**src/rtl/redmule_mx_exp_unpacker.sv**
```systemverilog
// Receive end of one MX exponent stream: accepts 64-byte beats and unpacks them
// into one shared exponent (or LANES-wide exponent vector) per MX block.
module redmule_mx_exp_unpacker #(
   parameter int unsigned BEAT_W = 512,
   parameter int unsigned EXP_W  = 8,
   parameter int unsigned LANES  = 1
) (
   input  logic                   clk_i,
   input  logic                   rst_ni,
   input  logic                   clear_i,
   input  logic                   start_i,
   input  logic [31:0]            num_blocks_i,
   input  logic                   beat_valid_i,
   output logic                   beat_ready_o,
   input  logic [BEAT_W-1:0]      beat_data_i,
   output logic                   exp_valid_o,
   input  logic                   exp_ready_i,
   output logic [LANES*EXP_W-1:0] exp_data_o,
   output logic                   exp_last_o,
   output logic                   busy_o,
   output logic                   done_o
);

   localparam int unsigned BLK_W    = LANES * EXP_W;
   localparam int unsigned SLOTS    = BEAT_W / BLK_W;
   localparam int unsigned SLOT_W   = (SLOTS > 1) ? $clog2(SLOTS) : 1;
   localparam logic [31:0] SLOTS_32 = 32'(SLOTS);

   typedef enum logic {
      S_IDLE   = 1'b0,
      S_ACTIVE = 1'b1
   } state_e;

   state_e              r_state, w_state_next;
   logic [31:0]         r_fetch_left, w_fetch_left_next;
   logic [31:0]         r_emit_left, w_emit_left_next;
   logic [BEAT_W-1:0]   r_buf_data, w_buf_data_next;
   logic                r_buf_valid, w_buf_valid_next;
   logic [SLOT_W-1:0]   r_slot, w_slot_next;
   logic [SLOT_W-1:0]   r_last_slot, w_last_slot_next;
   logic                r_done, w_done_next;

   logic                w_active;
   logic                w_exp_fire;
   logic                w_slot_end;
   logic                w_beat_ready;
   logic                w_beat_fire;
   logic                w_last_fire;
   logic [31:0]         w_take;
   logic [BLK_W-1:0]    w_words [SLOTS];

   // Beat buffer viewed as an array of block-sized words, slot 0 in the LSBs.
   for (genvar gi = 0; gi < SLOTS; gi++) begin : g_slot
      assign w_words[gi] = r_buf_data[gi*BLK_W +: BLK_W];
   end

   assign w_active     = (r_state == S_ACTIVE);
   assign w_exp_fire   = r_buf_valid && exp_ready_i;
   assign w_slot_end   = (r_slot == r_last_slot);
   assign w_last_fire  = w_exp_fire && (r_emit_left == 32'd1);
   // A refill may land in the same cycle the final buffered slot drains.
   assign w_beat_ready = w_active && (r_fetch_left != 32'd0)
                         && (!r_buf_valid || (w_exp_fire && w_slot_end));
   assign w_beat_fire  = beat_valid_i && w_beat_ready;
   assign w_take       = (r_fetch_left > SLOTS_32) ? SLOTS_32 : r_fetch_left;

   assign beat_ready_o = w_beat_ready;
   assign exp_valid_o  = r_buf_valid;
   assign exp_data_o   = r_buf_valid ? w_words[r_slot] : '0;
   assign exp_last_o   = r_buf_valid && (r_emit_left == 32'd1);
   assign busy_o       = w_active;
   assign done_o       = r_done;

   always_comb begin
      w_state_next      = r_state;
      w_fetch_left_next = r_fetch_left;
      w_emit_left_next  = r_emit_left;
      w_buf_data_next   = r_buf_data;
      w_buf_valid_next  = r_buf_valid;
      w_slot_next       = r_slot;
      w_last_slot_next  = r_last_slot;
      w_done_next       = 1'b0;

      case (r_state)
         S_IDLE: begin
            if (start_i) begin
               if (num_blocks_i != 32'd0) begin
                  w_state_next      = S_ACTIVE;
                  w_fetch_left_next = num_blocks_i;
                  w_emit_left_next  = num_blocks_i;
               end else begin
                  w_done_next = 1'b1;
               end
            end
         end
         S_ACTIVE: begin
            if (w_exp_fire) begin
               w_emit_left_next = r_emit_left - 32'd1;
               if (w_slot_end) begin
                  w_buf_valid_next = 1'b0;
               end else begin
                  w_slot_next = r_slot + SLOT_W'(1);
               end
            end
            // Evaluated after the drain so a same-cycle refill wins.
            if (w_beat_fire) begin
               w_buf_data_next   = beat_data_i;
               w_buf_valid_next  = 1'b1;
               w_slot_next       = '0;
               w_last_slot_next  = SLOT_W'(w_take - 32'd1);
               w_fetch_left_next = r_fetch_left - w_take;
            end
            if (w_last_fire) begin
               w_state_next = S_IDLE;
               w_done_next  = 1'b1;
            end
         end
         default: begin
            w_state_next = S_IDLE;
         end
      endcase

      if (clear_i) begin
         w_state_next      = S_IDLE;
         w_fetch_left_next = '0;
         w_emit_left_next  = '0;
         w_buf_data_next   = '0;
         w_buf_valid_next  = 1'b0;
         w_slot_next       = '0;
         w_last_slot_next  = '0;
         w_done_next       = 1'b0;
      end
   end

   always_ff @(posedge clk_i or negedge rst_ni) begin
      if (!rst_ni) begin
         r_state      <= S_IDLE;
         r_fetch_left <= '0;
         r_emit_left  <= '0;
         r_buf_data   <= '0;
         r_buf_valid  <= 1'b0;
         r_slot       <= '0;
         r_last_slot  <= '0;
         r_done       <= 1'b0;
      end else begin
         r_state      <= w_state_next;
         r_fetch_left <= w_fetch_left_next;
         r_emit_left  <= w_emit_left_next;
         r_buf_data   <= w_buf_data_next;
         r_buf_valid  <= w_buf_valid_next;
         r_slot       <= w_slot_next;
         r_last_slot  <= w_last_slot_next;
         r_done       <= w_done_next;
      end
   end

endmodule

```
**config.mk**
```make
export PLATFORM = sky130hd
export DESIGN_NAME = redmule_mx_exp_unpacker
export DESIGN_NICKNAME = d
export VERILOG_FILES = /design/src/rtl/redmule_mx_exp_unpacker.sv
export SDC_FILE = /design/constraint.sdc
export NUM_CORES = 1
export LEC_CHECK = 0
export ABC_CLOCK_PERIOD_IN_PS = 2900
export BUFFER_PORTS_ARGS = -buffer_cell sky130_fd_sc_hd__buf_2
export CORE_UTILIZATION = 49
export CTS_CLUSTER_SIZE = 14
export DETAILED_ROUTE_END_ITERATION = 16
export PLACE_DENSITY = 0.73
export SLEW_MARGIN = 10
export SYNTH_ARGS = -nofsm -noshare
export SYNTH_HDL_FRONTEND = slang
export SYNTH_SLANG_ARGS = --single-unit
```
**constraint.sdc**
```tcl
create_clock -name clk_i -period 2.9 [get_ports clk_i]
set_input_delay 0.145 -clock clk_i [delete_from_list [all_inputs] [get_ports clk_i]]
set_output_delay 0.145 -clock clk_i [all_outputs]
set_load 0.005 [all_outputs]
```
==> results.toml, run 1 <==
[layout]
layout.nets = 3683
syn_to_final_growth_pct = 46.8
stdcell_count = 3901
drive_above_1_share_pct = 31.9
design_area_mm2 = 0.0397
fin_util_pct = 73.3

[global_routing]
grtUsageTotal_pct = 41.4
globalRouteOverflowTotal = 0
grt_pass1_vias = 26900
grt_max_degree = 89
antenna_found_initial = 30
grt_pass1_wl_um = 172000

[critical_path]
slowest_stage = "mux4_2"
slowest_delay_ns = 0.64
worstPathRequired_ns = 2.76
path_cells = "buf_12 > buf_12 > mux4_2 > mux4_2 > mux2i_1 > o22ai_1 > buf_4"
worst_setup_path_end_kind = "output pin"
cp_max_fo = 7
r2r_end = "r_buf_data[332]$_DFFE_PN0P_"
crit_end = "exp_data_o[4]"
regToRegSetupSlack_ns = 0.07
reg2reg_depth = 10
r2r-start = "r_slot[0]$_DFFE_PN0P_"
cp_num_buf_inv = 3
arrival_ns = 3.28
start_kind = "flop"
worst-setup-path-type = "flop to output pin"
critPathLaunch = "r_slot[0]$_DFFE_PN0P_"
cp_top_family = "multiplexers"
worst-path-stages = 7

[logic_synthesis]
seq_area_frac_synth_pct = 54.7
synthCells = 2004
async_reset_ff_share_pct = 100
syn_area_per_cell_um2 = 13.5
synth_top_area_share_pct = 54.7
syn-cell-area_mm2 = 0.0270
ys.flop_type = "dfrtp_1"
synth.top_cells.by_count = "dfrtp_1 (591), a22o_1 (515), mux4_2 (160)"
ys_ff_latch = 591
yosys-top-cells-area = "dfrtp_1 (55%), a22o_1 (17%), mux4_2 (13%)"
synth_cell_types = 69
synth_edf_count = 0
yosys.area.top_type = "dfrtp_1"
ys_warn_count = 0
synth_nets = 2559
synth.most_common_cell = "dfrtp_1"

[placement]
placed_cell_area_mm2 = 0.0311
port_buffers = 562
dp_cells = 3166
pre_cts_ws_ns = 0.0992
dpl.hpwl_um = 65300
place.gp.congestion = 0.949

[worst_hold_path]
min_path_type = "input pin to flop"

[cts]
clockBufferDepth = 3
cts_tree = "done"
cts-root-buf = "clkbuf_16"
clkTransAtPathRegs_ns = 0.07
worstSkewPairLatency_ns = 0.64
h-tree-depth = 2
cts_sinks = 591
cts_buffers = 61

[power]
peakVddDrop_mv = 0.548
power.leakage_nw = 18.3
pwr-share-comb_pct = 16.3
p_seq_share_pct = 42.6
p_total_mw = 21.8
swShare_pct = 27.3
power.density_mw_per_mm2 = 551
p_switching_mw = 5.97
p_clk_share_pct = 41.1
internal-power_mw = 15.9

[outcome]
violations = "setup timing"
status = "finished, violations left"

[timing]
period_share_pct = 118
setup_viol = 8
finalSetupTns_ns = -3.65
worst_slew_pin_slew_ns = 0.860
drv_slew = 0
hold_violations = 0
rsz0062_at_grt = "yes"
period_minus_slack_ns = 3.42
fmax_mhz = 292
worst_slack_ns = -0.524
clock_skew_ns = 0.0255
relSlewSlack_pct = 42.7
finalHoldWorstSlack_ns = 0.0418

[die]
die_area_mm2 = 0.0561
die_y_um = 237
ioPinCount = 563
die_x_um = 237
initial_core_util_pct = 49.9
core_area_mm2 = 0.0541
rows = 85

[route]
avgRoutedWirePerCell_um = 30.3
via_per_inst = 6.68
num_vias = 26100
drt-pass1-iter-count = 7
wl_um = 118000
drc = 0
detail-route-antenna-nets = 0
drt_iter0_markers = 3065

[flow_run]
maxCapViolCount = 0
-- logic make-up (layout without fill, tap and decap cells) --
logic type      count (synthesis)  count (layout)  share of synthesized area, %
simple gates                  262             262                          5.12
flops                         591             591                          54.7
compound gates                746             746                          21.9
buf+inv                       205            1382                          3.46
other cells                     1              25                        0.0139
xor+xnor                       13              13                         0.421
mux                           181             181                          14.1
fa+ha+maj                       5               5                         0.231
-- worst min-delay path by stage --
stage | start | endpoint | cells past startpoint
after floorplan | rst_ni | busy_o$_DFF_PN0_ | 0
after global placement | rst_ni | r_emit_left[27]$_DFFE_PN0P_ | 1
after detailed placement | rst_ni | r_emit_left[27]$_DFFE_PN0P_ | 1
after CTS | num_blocks_i[23] | r_emit_left[23]$_DFFE_PN0P_ | 3
after global routing | num_blocks_i[23] | r_emit_left[23]$_DFFE_PN0P_ | 3
final | num_blocks_i[23] | r_emit_left[23]$_DFFE_PN0P_ | 3
-- area by class of cell --
class / count / area, um2
clock inverters: 33 / 508
clock buffers: 83 / 1750
inverters: 15 / 56.3
repair buffers: 1251 / 10200
diodes: 24 / 60.1
flip-flops and latches: 591 / 14800
multi-input cells: 1208 / 11400
well taps: 696 / 871
fillers: 3179 / 14500
-- state kept, by name (all words and copies together), names as in the netlist --
name,cells
busy_o,1
done_o,1
r_last_slot,6
r_fetch_left,32
r_buf_data,512
exp_valid_o,1
r_emit_left,32
r_slot,6
-- repair_timing --
item | in CTS | in global routing
hold buffers | 544 | 0
hold endpoints to repair | 636 | 0
cloned | 3 | 7
resized for setup | 22 | 17
pin swaps | 4 | 3
setup endpoints to repair | 8 | 164
setup buffers | 14 | 29
-- power by group through the flow --
stage	combinational, mW	sequential [mW]	clock, mW
CTS	3.29	9.21	8.87
global placement	2.60	9.32	0
floorplan	1.47	9.20	0
global route	3.74	9.33	9.32
finish	3.56	9.31	8.98
detailed placement	2.66	9.35	0
-- tightest hold or removal path: cells and delay by family --
| kind | cells | cell delay [ns] |
|---|---|---|
| AOI/OAI and AO/OA | 2 | 0.41 |
| buffers and inverters | 1 | 0.10 |
-- per-layer routing --
metal	global-route usage, %	wire length [um]	vias up
met5	0	89	-
met4	28.2	10300	16
met3	10.8	12900	701
met2	64.6	54100	2267
met1	50.8	40800	12800
li1	-	-	10300
-- layout by cell type (no fill, tap or decap), drive strengths merged, types with 4 or more instances in the layout --
| cell type | synthesis | routed |
|---|---|---|
| clkbuf | 61 | 90 |
| a32oi | 8 | 8 |
| nor2 | 71 | 71 |
| dfrtp | 591 | 591 |
| nand4 | 5 | 5 |
| o211ai | 5 | 5 |
| nor4 | 27 | 27 |
| mux4 | 160 | 160 |
| a22o | 515 | 515 |
| o311ai | 5 | 5 |
| nand2 | 73 | 73 |
| a21oi | 53 | 53 |
| clkinv | 0 | 17 |
| diode | 0 | 24 |
| ha | 5 | 5 |
| xor2 | 10 | 10 |
| a22oi | 15 | 15 |
| dlygate4sd3 | 0 | 544 |
| o22ai | 12 | 12 |
| or3 | 4 | 4 |
| mux2i | 21 | 21 |
| a31oi | 7 | 7 |
| buf | 129 | 700 |
| nand3 | 14 | 14 |
| inv | 15 | 18 |
| or4 | 11 | 11 |
| bufinv | 0 | 12 |
| nand4b | 5 | 5 |
| o21ai | 94 | 94 |
| nor3 | 28 | 28 |
| and3 | 6 | 6 |
Power figures use the tool's default switching activity.
==> run 2, diff against run 1 <==
--- a/config.mk
+++ b/config.mk
@@ -7,6 +7,7 @@
 export LEC_CHECK = 0
 export ABC_CLOCK_PERIOD_IN_PS = 2900
 export BUFFER_PORTS_ARGS = -buffer_cell sky130_fd_sc_hd__buf_2
+export CORE_MARGIN = 2
 export CORE_UTILIZATION = 49
 export CTS_CLUSTER_SIZE = 14
 export DETAILED_ROUTE_END_ITERATION = 16
==> constraint.sdc (replaced) <==
create_clock -name clk_i -period 2.9 [get_ports clk_i]
set_input_delay 0.29 -clock clk_i [delete_from_list [all_inputs] [get_ports clk_i]]
set_output_delay 0.29 -clock clk_i [all_outputs]
set_load 0.005 [all_outputs]
==> run 2 against run 1 <==
Against the previous run: the run now fails in 5_1_grt; area after synthesis stayed put; synthesized cell count stayed put.
==> results.toml, run 2 <==
[logic_synthesis]
syn_area_per_cell_um2 = 13.5
synth_cell_types = 69
ys_ff_latch = 591
synth.top_cells.by_count = "dfrtp_1 (591), a22o_1 (515), mux4_2 (160)"
synth_top_area_share_pct = 54.7
yosys.area.top_type = "dfrtp_1"
syn-cell-area_mm2 = 0.0270
synthCells = 2004
synth.most_common_cell = "dfrtp_1"
seq_area_frac_synth_pct = 54.7
yosys-top-cells-area = "dfrtp_1 (55%), a22o_1 (17%), mux4_2 (13%)"
ys_warn_count = 0
async_reset_ff_share_pct = 100
ys.flop_type = "dfrtp_1"
synth_nets = 2559
synth_edf_count = 0

[die]
ioPinCount = 563
rows = 86
die_y_um = 239
die_x_um = 239
initial_core_util_pct = 49.3

[placement]
dp_cells = 3186
place.gp.congestion = 0.923
port_buffers = 562
dpl.hpwl_um = 65800

[outcome]
status = "aborted with a tool error"
error_line = "[ERROR GRT-0116] Global routing finished with congestion. Check the congestion regions in the DRC Viewer."
lastStage = "5_1_grt"

[global_routing]
grt_max_degree = 94
grt_pass1_wl_um = 172000
grt_pass1_vias = 28300
globalRouteOverflowTotal = 2
grtUsageTotal_pct = 41.2

[cts]
h-tree-depth = 2
clockBufferDepth = 3
cts_buffers = 61
cts-root-buf = "clkbuf_16"
cts_sinks = 591
## run 2: logic make-up after synthesis
group | count (synthesis) | share of synthesized area, %
AOI/OAI and AO/OA | 746 | 21.9
DFF | 591 | 54.7
and+or+nand+nor | 262 | 5.12
buffers and inverters | 205 | 3.46
muxes | 181 | 14.1
xor gates and xnor gates | 13 | 0.421
adders and majority gates | 5 | 0.231
other | 1 | 0.0139
## run 2: metal layers
| metal | track usage, % | overflow |
|---|---|---|
| met1 | 47.3 | 0 |
| met2 | 64.7 | 2 |
| met3 | 13.2 | 0 |
| met4 | 30.5 | 0 |
| met5 | 1.56 | 0 |
## run 2: stage by stage
stage | util [%] | setup TNS [ns] | cell area (um2) | hold slack [ns] | worst slack [ns]
floorplan | - | 0 | 27000 | -0.00559 | 0.126
global placement | 57.1 | 0 | 31300 | 0.294 | 0.0279
detailed placement | 57.1 | 0 | 31300 | 0.317 | 0.0502
CTS | 71.6 | -57.79 | 39200 | 0.00193 | -0.592
## run 2: repair_timing
item	CTS
resized for setup	20
pin swaps	3
hold buffers	530
buffers inserted	17
setup endpoints to repair	9
cloned	6
hold endpoints to repair	585
==> run 3, diff against run 2 <==
--- a/config.mk
+++ b/config.mk
@@ -8,10 +8,9 @@
 export ABC_CLOCK_PERIOD_IN_PS = 2900
 export BUFFER_PORTS_ARGS = -buffer_cell sky130_fd_sc_hd__buf_2
 export CORE_MARGIN = 2
-export CORE_UTILIZATION = 49
-export CTS_CLUSTER_SIZE = 14
+export CORE_UTILIZATION = 34
 export DETAILED_ROUTE_END_ITERATION = 16
-export PLACE_DENSITY = 0.73
+export PLACE_DENSITY_LB_ADDON = 0.15
 export SLEW_MARGIN = 10
 export SYNTH_ARGS = -nofsm -noshare
 export SYNTH_HDL_FRONTEND = slang
==> run 3 against run 2 <==
Against the previous run: the flow now finishes, with violations (setup timing).
==> results.toml, run 3 (synthesis results as in run 1) <==
[critical_path]
start_kind = "flop"
worstPathRequired_ns = 2.61
arrival_ns = 3.15
worst-setup-path-type = "flop to output pin"
worst_setup_path_end_kind = "output pin"
cp_max_fo = 8
r2r-start = "r_slot[0]$_DFFE_PN0P_"
critPathLaunch = "r_slot[0]$_DFFE_PN0P_"

[timing]
clock_skew_ns = 0.0324
worst_slew_pin_slew_ns = 0.895
worst_slack_ns = -0.541
period_minus_slack_ns = 3.44
setup_viol = 305
fmax_mhz = 291
hold_violations = 0
period_share_pct = 119
relSlewSlack_pct = 40.3
drv_slew = 0
rsz0062_at_grt = "yes"

[die]
die_area_mm2 = 0.0818
core_area_mm2 = 0.0789
rows = 103
die_y_um = 286
die_x_um = 286
initial_core_util_pct = 34.3
ioPinCount = 563

[cts]
cts_tree = "done"
cts_sinks = 591
clkTransAtPathRegs_ns = 0.06
h-tree-depth = 3
clockBufferDepth = 3
worstSkewPairLatency_ns = 0.63
cts_buffers = 69
cts-root-buf = "clkbuf_16"

[layout]
design_area_mm2 = 0.0411
drive_above_1_share_pct = 33.3
reg_top3 = "r_buf_data: 512 flops, r_emit_left: 32 flops, r_fetch_left: 32 flops"
stdcell_count = 4263
layout_commonest_cell = "dfrtp_1"
largest_register_ffs = 512
layout.nets = 3715
layout_common_cells = "dfrtp_1 (587), buf_2 (558), dlygate4sd3_1 (521), a22o_1 (515), mux4_2 (160)"
max_flop_register = "r_buf_data"
syn_to_final_growth_pct = 52.1

[outcome]
violations = "setup timing"
status = "finished, violations left"

[route]
num_vias = 24300
wl_um = 115000
avgRoutedWirePerCell_um = 27.0
detail-route-antenna-nets = 0
met2_length_um = 54500
met3_length_um = 7290
via_per_inst = 5.71
drt-pass1-iter-count = 6
wl_met1_um = 46900
highest_layer = "met5"
drt_iter0_markers = 2088
drc = 0

[global_routing]
grt_pass1_vias = 25500
antenna_found_initial = 3
grt_pass1_wl_um = 162000
grtUsageTotal_pct = 26.4
grt_max_degree = 79
globalRouteOverflowTotal = 0

[worst_hold_path]
min_path_type = "input pin to flop"
hp-start = "num_blocks_i[26]"

[placement]
place.gp.congestion = 0.902
placed_cell_area_mm2 = 0.0316
dp_cells = 3531
dpl.hpwl_um = 73500
port_buffers = 562

[power]
p_total_mw = 22.1
power.density_mw_per_mm2 = 538
peakVddDrop_mv = 0.338
power.leakage_nw = 18.8

[flow_run]
maxCapViolCount = 0
-- run 3: routing by layer --
metal  track usage (%)  vias up
met1              34.4    12400
li1                  -    10300
met5                 0        -
met3              4.54      330
met4              14.6        4
met2              42.1     1231
-- run 3: worst max-delay path: stages (launching register included) --
cell and delay, ns:
dfrtp_4 0.44, buf_12 0.17, buf_12 0.15, buf_8 0.13
mux4_2 0.53, mux4_2 0.59, mux2i_1 0.21, o22ai_2 0.12
buf_6 0.17
-- run 3: stage by stage --
| stage | utilization [%] | worst slack, ns | setup TNS, ns | hold WS, ns |
|---|---|---|---|---|
| 2_1_floorplan | - | 0.126 | 0 | -0.00559 |
| 3_3_place_gp | 40.1 | -0.0638 | -0.146 | 0.339 |
| 3_5_place_dp | 40.1 | -0.0810 | -0.169 | 0.345 |
| 4_1_cts | 50.3 | -0.584 | -4.50 | 0.00388 |
| 5_1_grt | 52.1 | -0.636 | -50.60 | 0.0418 |
| 6_report | 52.1 | -0.541 | -11.70 | 0.0340 |
-- run 3: final timing paths --
check | to | slack, ns | depth (start not counted)
max in group asynchronous | r_buf_data[378]$_DFFE_PN0P_ | 1.68 | 3
max | exp_data_o[4] | -0.54 | 8
max reg2reg | r_buf_data[268]$_DFFE_PN0P_ | -0.10 | 13
min | r_fetch_left[26]$_DFFE_PN0P_ | 0.03 | 3
min in group asynchronous | r_emit_left[28]$_DFFE_PN0P_ | 0.26 | 2
min reg2reg | r_buf_data[373]$_DFFE_PN0P_ | 0.50 | 1
-- run 3: area by class of cell --
class,count,area (um2)
antenna,1,2.50
clock buffer,97,2020
clock inverter,26,357
fill,6593,37800
inverter,15,56.3
multi-input combinational,1208,11400
sequential,591,14800
tap,1050,1310
timing repair buffer,1275,11100
-- run 3: where the power goes --
part	internal (mW)	total, mW	switching, mW	leakage, nW
clock network	5.44	9.17	3.73	1.17
logic	1.92	3.71	1.79	9.63
registers	8.80	9.24	0.435	7.97
-- run 3: repair_timing --
item                                    4_1_cts  5_1_grt
pin swaps                                     7       37
gates resized for setup                      32       53
endpoints found under the hold margin       577        0
cloned                                        6       50
buffers inserted                             15       18
endpoints found under the setup margin        9      263
hold buffers                                521        0
==> run 4, diff against run 3 <==
--- a/config.mk
+++ b/config.mk
@@ -8,7 +8,7 @@
 export ABC_CLOCK_PERIOD_IN_PS = 2900
 export BUFFER_PORTS_ARGS = -buffer_cell sky130_fd_sc_hd__buf_2
 export CORE_MARGIN = 2
-export CORE_UTILIZATION = 34
+export CORE_UTILIZATION = 50
 export DETAILED_ROUTE_END_ITERATION = 16
 export PLACE_DENSITY_LB_ADDON = 0.15
 export SLEW_MARGIN = 10
==> run 4 against run 3 <==
Against the previous run: the flow still finishes with violations (setup timing); sequential cell count did not move; worst hold slack worse by 0.021 ns; total power up 0.76%; count of clock-buffer cells in the layout fell by 5; largest power group unchanged; via count increased by 13%; wire length up 14%; global-route usage increased by 13 points; critical path depth did not move; core utilization is 27 points higher; fmax shrank 0.74%.
==> results.toml, run 4 (synthesis results as in run 1) <==
[worst_hold_path]
hp-start = "beat_data_i[297]"
min_path_type = "input pin to flop"

[die]
die_y_um = 236
core_area_mm2 = 0.0536
ioPinCount = 563
rows = 85
die_x_um = 236
die_area_mm2 = 0.0559
initial_core_util_pct = 50.4

[power]
swShare_pct = 28.0
p_switching_mw = 6.24
p_total_mw = 22.3
internal-power_mw = 16.1
p_seq_share_pct = 41.8
peakVddDrop_mv = 0.406
p_clk_share_pct = 38.8
power.leakage_nw = 19.6
power.density_mw_per_mm2 = 525
pwr-share-comb_pct = 19.4

[critical_path]
worst-setup-path-type = "flop to output pin"
critPathLaunch = "r_slot[0]$_DFFE_PN0P_"
slowest_delay_ns = 0.55
crit_top_cell = "mux4_2"
r2r-start = "r_slot[0]$_DFFE_PN0P_"
worstPathRequired_ns = 2.61
arrival_ns = 3.18
worst_setup_path_end_kind = "output pin"
path_cells = "buf_12 > buf_16 > buf_4 > mux4_2 > mux4_2 > mux2i_1 > o22ai_1 > buf_2"
cp_max_fo = 6
slowest_stage = "mux4_2"
start_kind = "flop"

[layout]
max_flop_register = "r_buf_data"
largest_register_ffs = 512
seq_area_mm2 = 0.0148
fillers = 2908
reg_top3 = "r_buf_data: 512 flops, r_emit_left: 32 flops, r_fetch_left: 32 flops"
design_area_mm2 = 0.0424
drive_above_1_share_pct = 34.9
layout_commonest_cell = "dfrtp_1"
syn_to_final_growth_pct = 56.9
multi_input_area_mm2 = 0.0115
layout.nets = 3804
layout_common_cells = "dfrtp_1 (587), buf_2 (558), dlygate4sd3_1 (516), a22o_1 (512), mux4_2 (160)"

[global_routing]
grt_max_degree = 81
grt_pass1_wl_um = 163000
grt_pass1_vias = 25900
antenna_found_initial = 16
globalRouteOverflowTotal = 0
grtUsageTotal_pct = 39.2

[route]
num_vias = 27600
drt-pass1-iter-count = 6
wl_um = 131000
detail-route-antenna-nets = 0
via_per_inst = 6.90
avgRoutedWirePerCell_um = 32.7
drt_iter0_markers = 3707
drc = 0

[cts]
cts-root-buf = "clkbuf_16"
cts_buffers = 66
h-tree-depth = 3
cts_tree = "done"
cts_sinks = 591
clkTransAtPathRegs_ns = 0.06
clockBufferDepth = 3
worstSkewPairLatency_ns = 0.62

[placement]
port_buffers = 562
place.gp.congestion = 0.893
dpl.hpwl_um = 65600
placed_cell_area_mm2 = 0.0311

[outcome]
violations = "setup timing"
status = "finished, violations left"

[timing]
worst_slack_ns = -0.567
finalSetupTns_ns = -85.24
hold_violations = 0
period_share_pct = 120
period_minus_slack_ns = 3.47
worst_slew_pin_slew_ns = 0.770
fmax_mhz = 288
setup_viol = 544
drv_slew = 0
finalHoldWorstSlack_ns = 0.0134
rsz0062_at_grt = "yes"
relSlewSlack_pct = 48.6
clock_skew_ns = 0.0315

[flow_run]
maxCapViolCount = 0
run 4: changes by cell type in the layout (fill, tap and decap cells not counted), sizes merged:
cell and delta:
buf +60, diode +14, bufinv -1, clkinv -5, inv -2, bufbuf -1, clkbuf +33, dlygate4sd3 -5
run 4: what timing repair did:
item / CTS / global route
hold buffers: 516 / 0
setup buffers: 17 / 54
pin swaps: 4 / 180
endpoints found under the hold margin: 576 / 0
endpoints found under the setup margin: 9 / 388
gates cloned: 6 / 117
gates resized for setup: 27 / 155
run 4: metal layers:
layer	wire length [um]	GRT usage, %	vias up
met5	71	0	-
met4	11100	23.1	12
met3	16600	11.5	831
met2	59200	60.2	2690
met1	43900	49.6	13600
li1	-	-	10500
run 4: power groups by stage:
| stage | clock network, mW | registers, mW | logic [mW] |
|---|---|---|---|
| final | 8.65 | 9.31 | 4.33 |
| after global routing | 8.95 | 9.33 | 4.50 |
| after CTS | 8.50 | 9.21 | 3.29 |
| after detailed placement | 0 | 9.35 | 2.70 |
| after global placement | 0 | 9.32 | 2.65 |
| after floorplan | 0 | 9.20 | 1.47 |
run 4: layout make-up:
type	instances	area share [%]
sequential	591	34.9
antenna	15	0.0885
multi-input combinational	1208	27.0
inverter	15	0.133
timing repair buffer	1367	30.8
tap	696	2.05
clock inverter	18	0.537
clock buffer	92	4.46
run 4: worst max-delay path: cells and delay by family, from the launching register on:
family          cells  cell delay (ns)
compound gates      1             0.17
buf+inv             4             0.63
flops               1             0.51
mux                 3             1.25
run 4: worst paths after layout:
| path | to | cells past startpoint | slack (ns) |
|---|---|---|---|
| max in group asynchronous | r_buf_data[48]$_DFFE_PN0P_ | 3 | 1.59 |
| max reg2reg | r_buf_data[417]$_DFFE_PN0P_ | 15 | -0.27 |
| max | exp_data_o[2] | 8 | -0.57 |
| min reg2reg | r_buf_data[502]$_DFFE_PN0P_ | 1 | 0.50 |
| min in group asynchronous | r_buf_data[0]$_DFFE_PN0P_ | 2 | 0.27 |
| min | r_buf_data[297]$_DFFE_PN0P_ | 2 | 0.01 |
run 4: stage by stage:
step	std cells	util [%]	setup WS, ns
after floorplan	2004	-	0.126
after global placement	3169	58.1	0.0786
after detailed placement	3169	58.1	0.0964
after CTS	3818	72.5	-0.498
after global routing	3996	79.1	-0.605
final	4002	79.1	-0.567
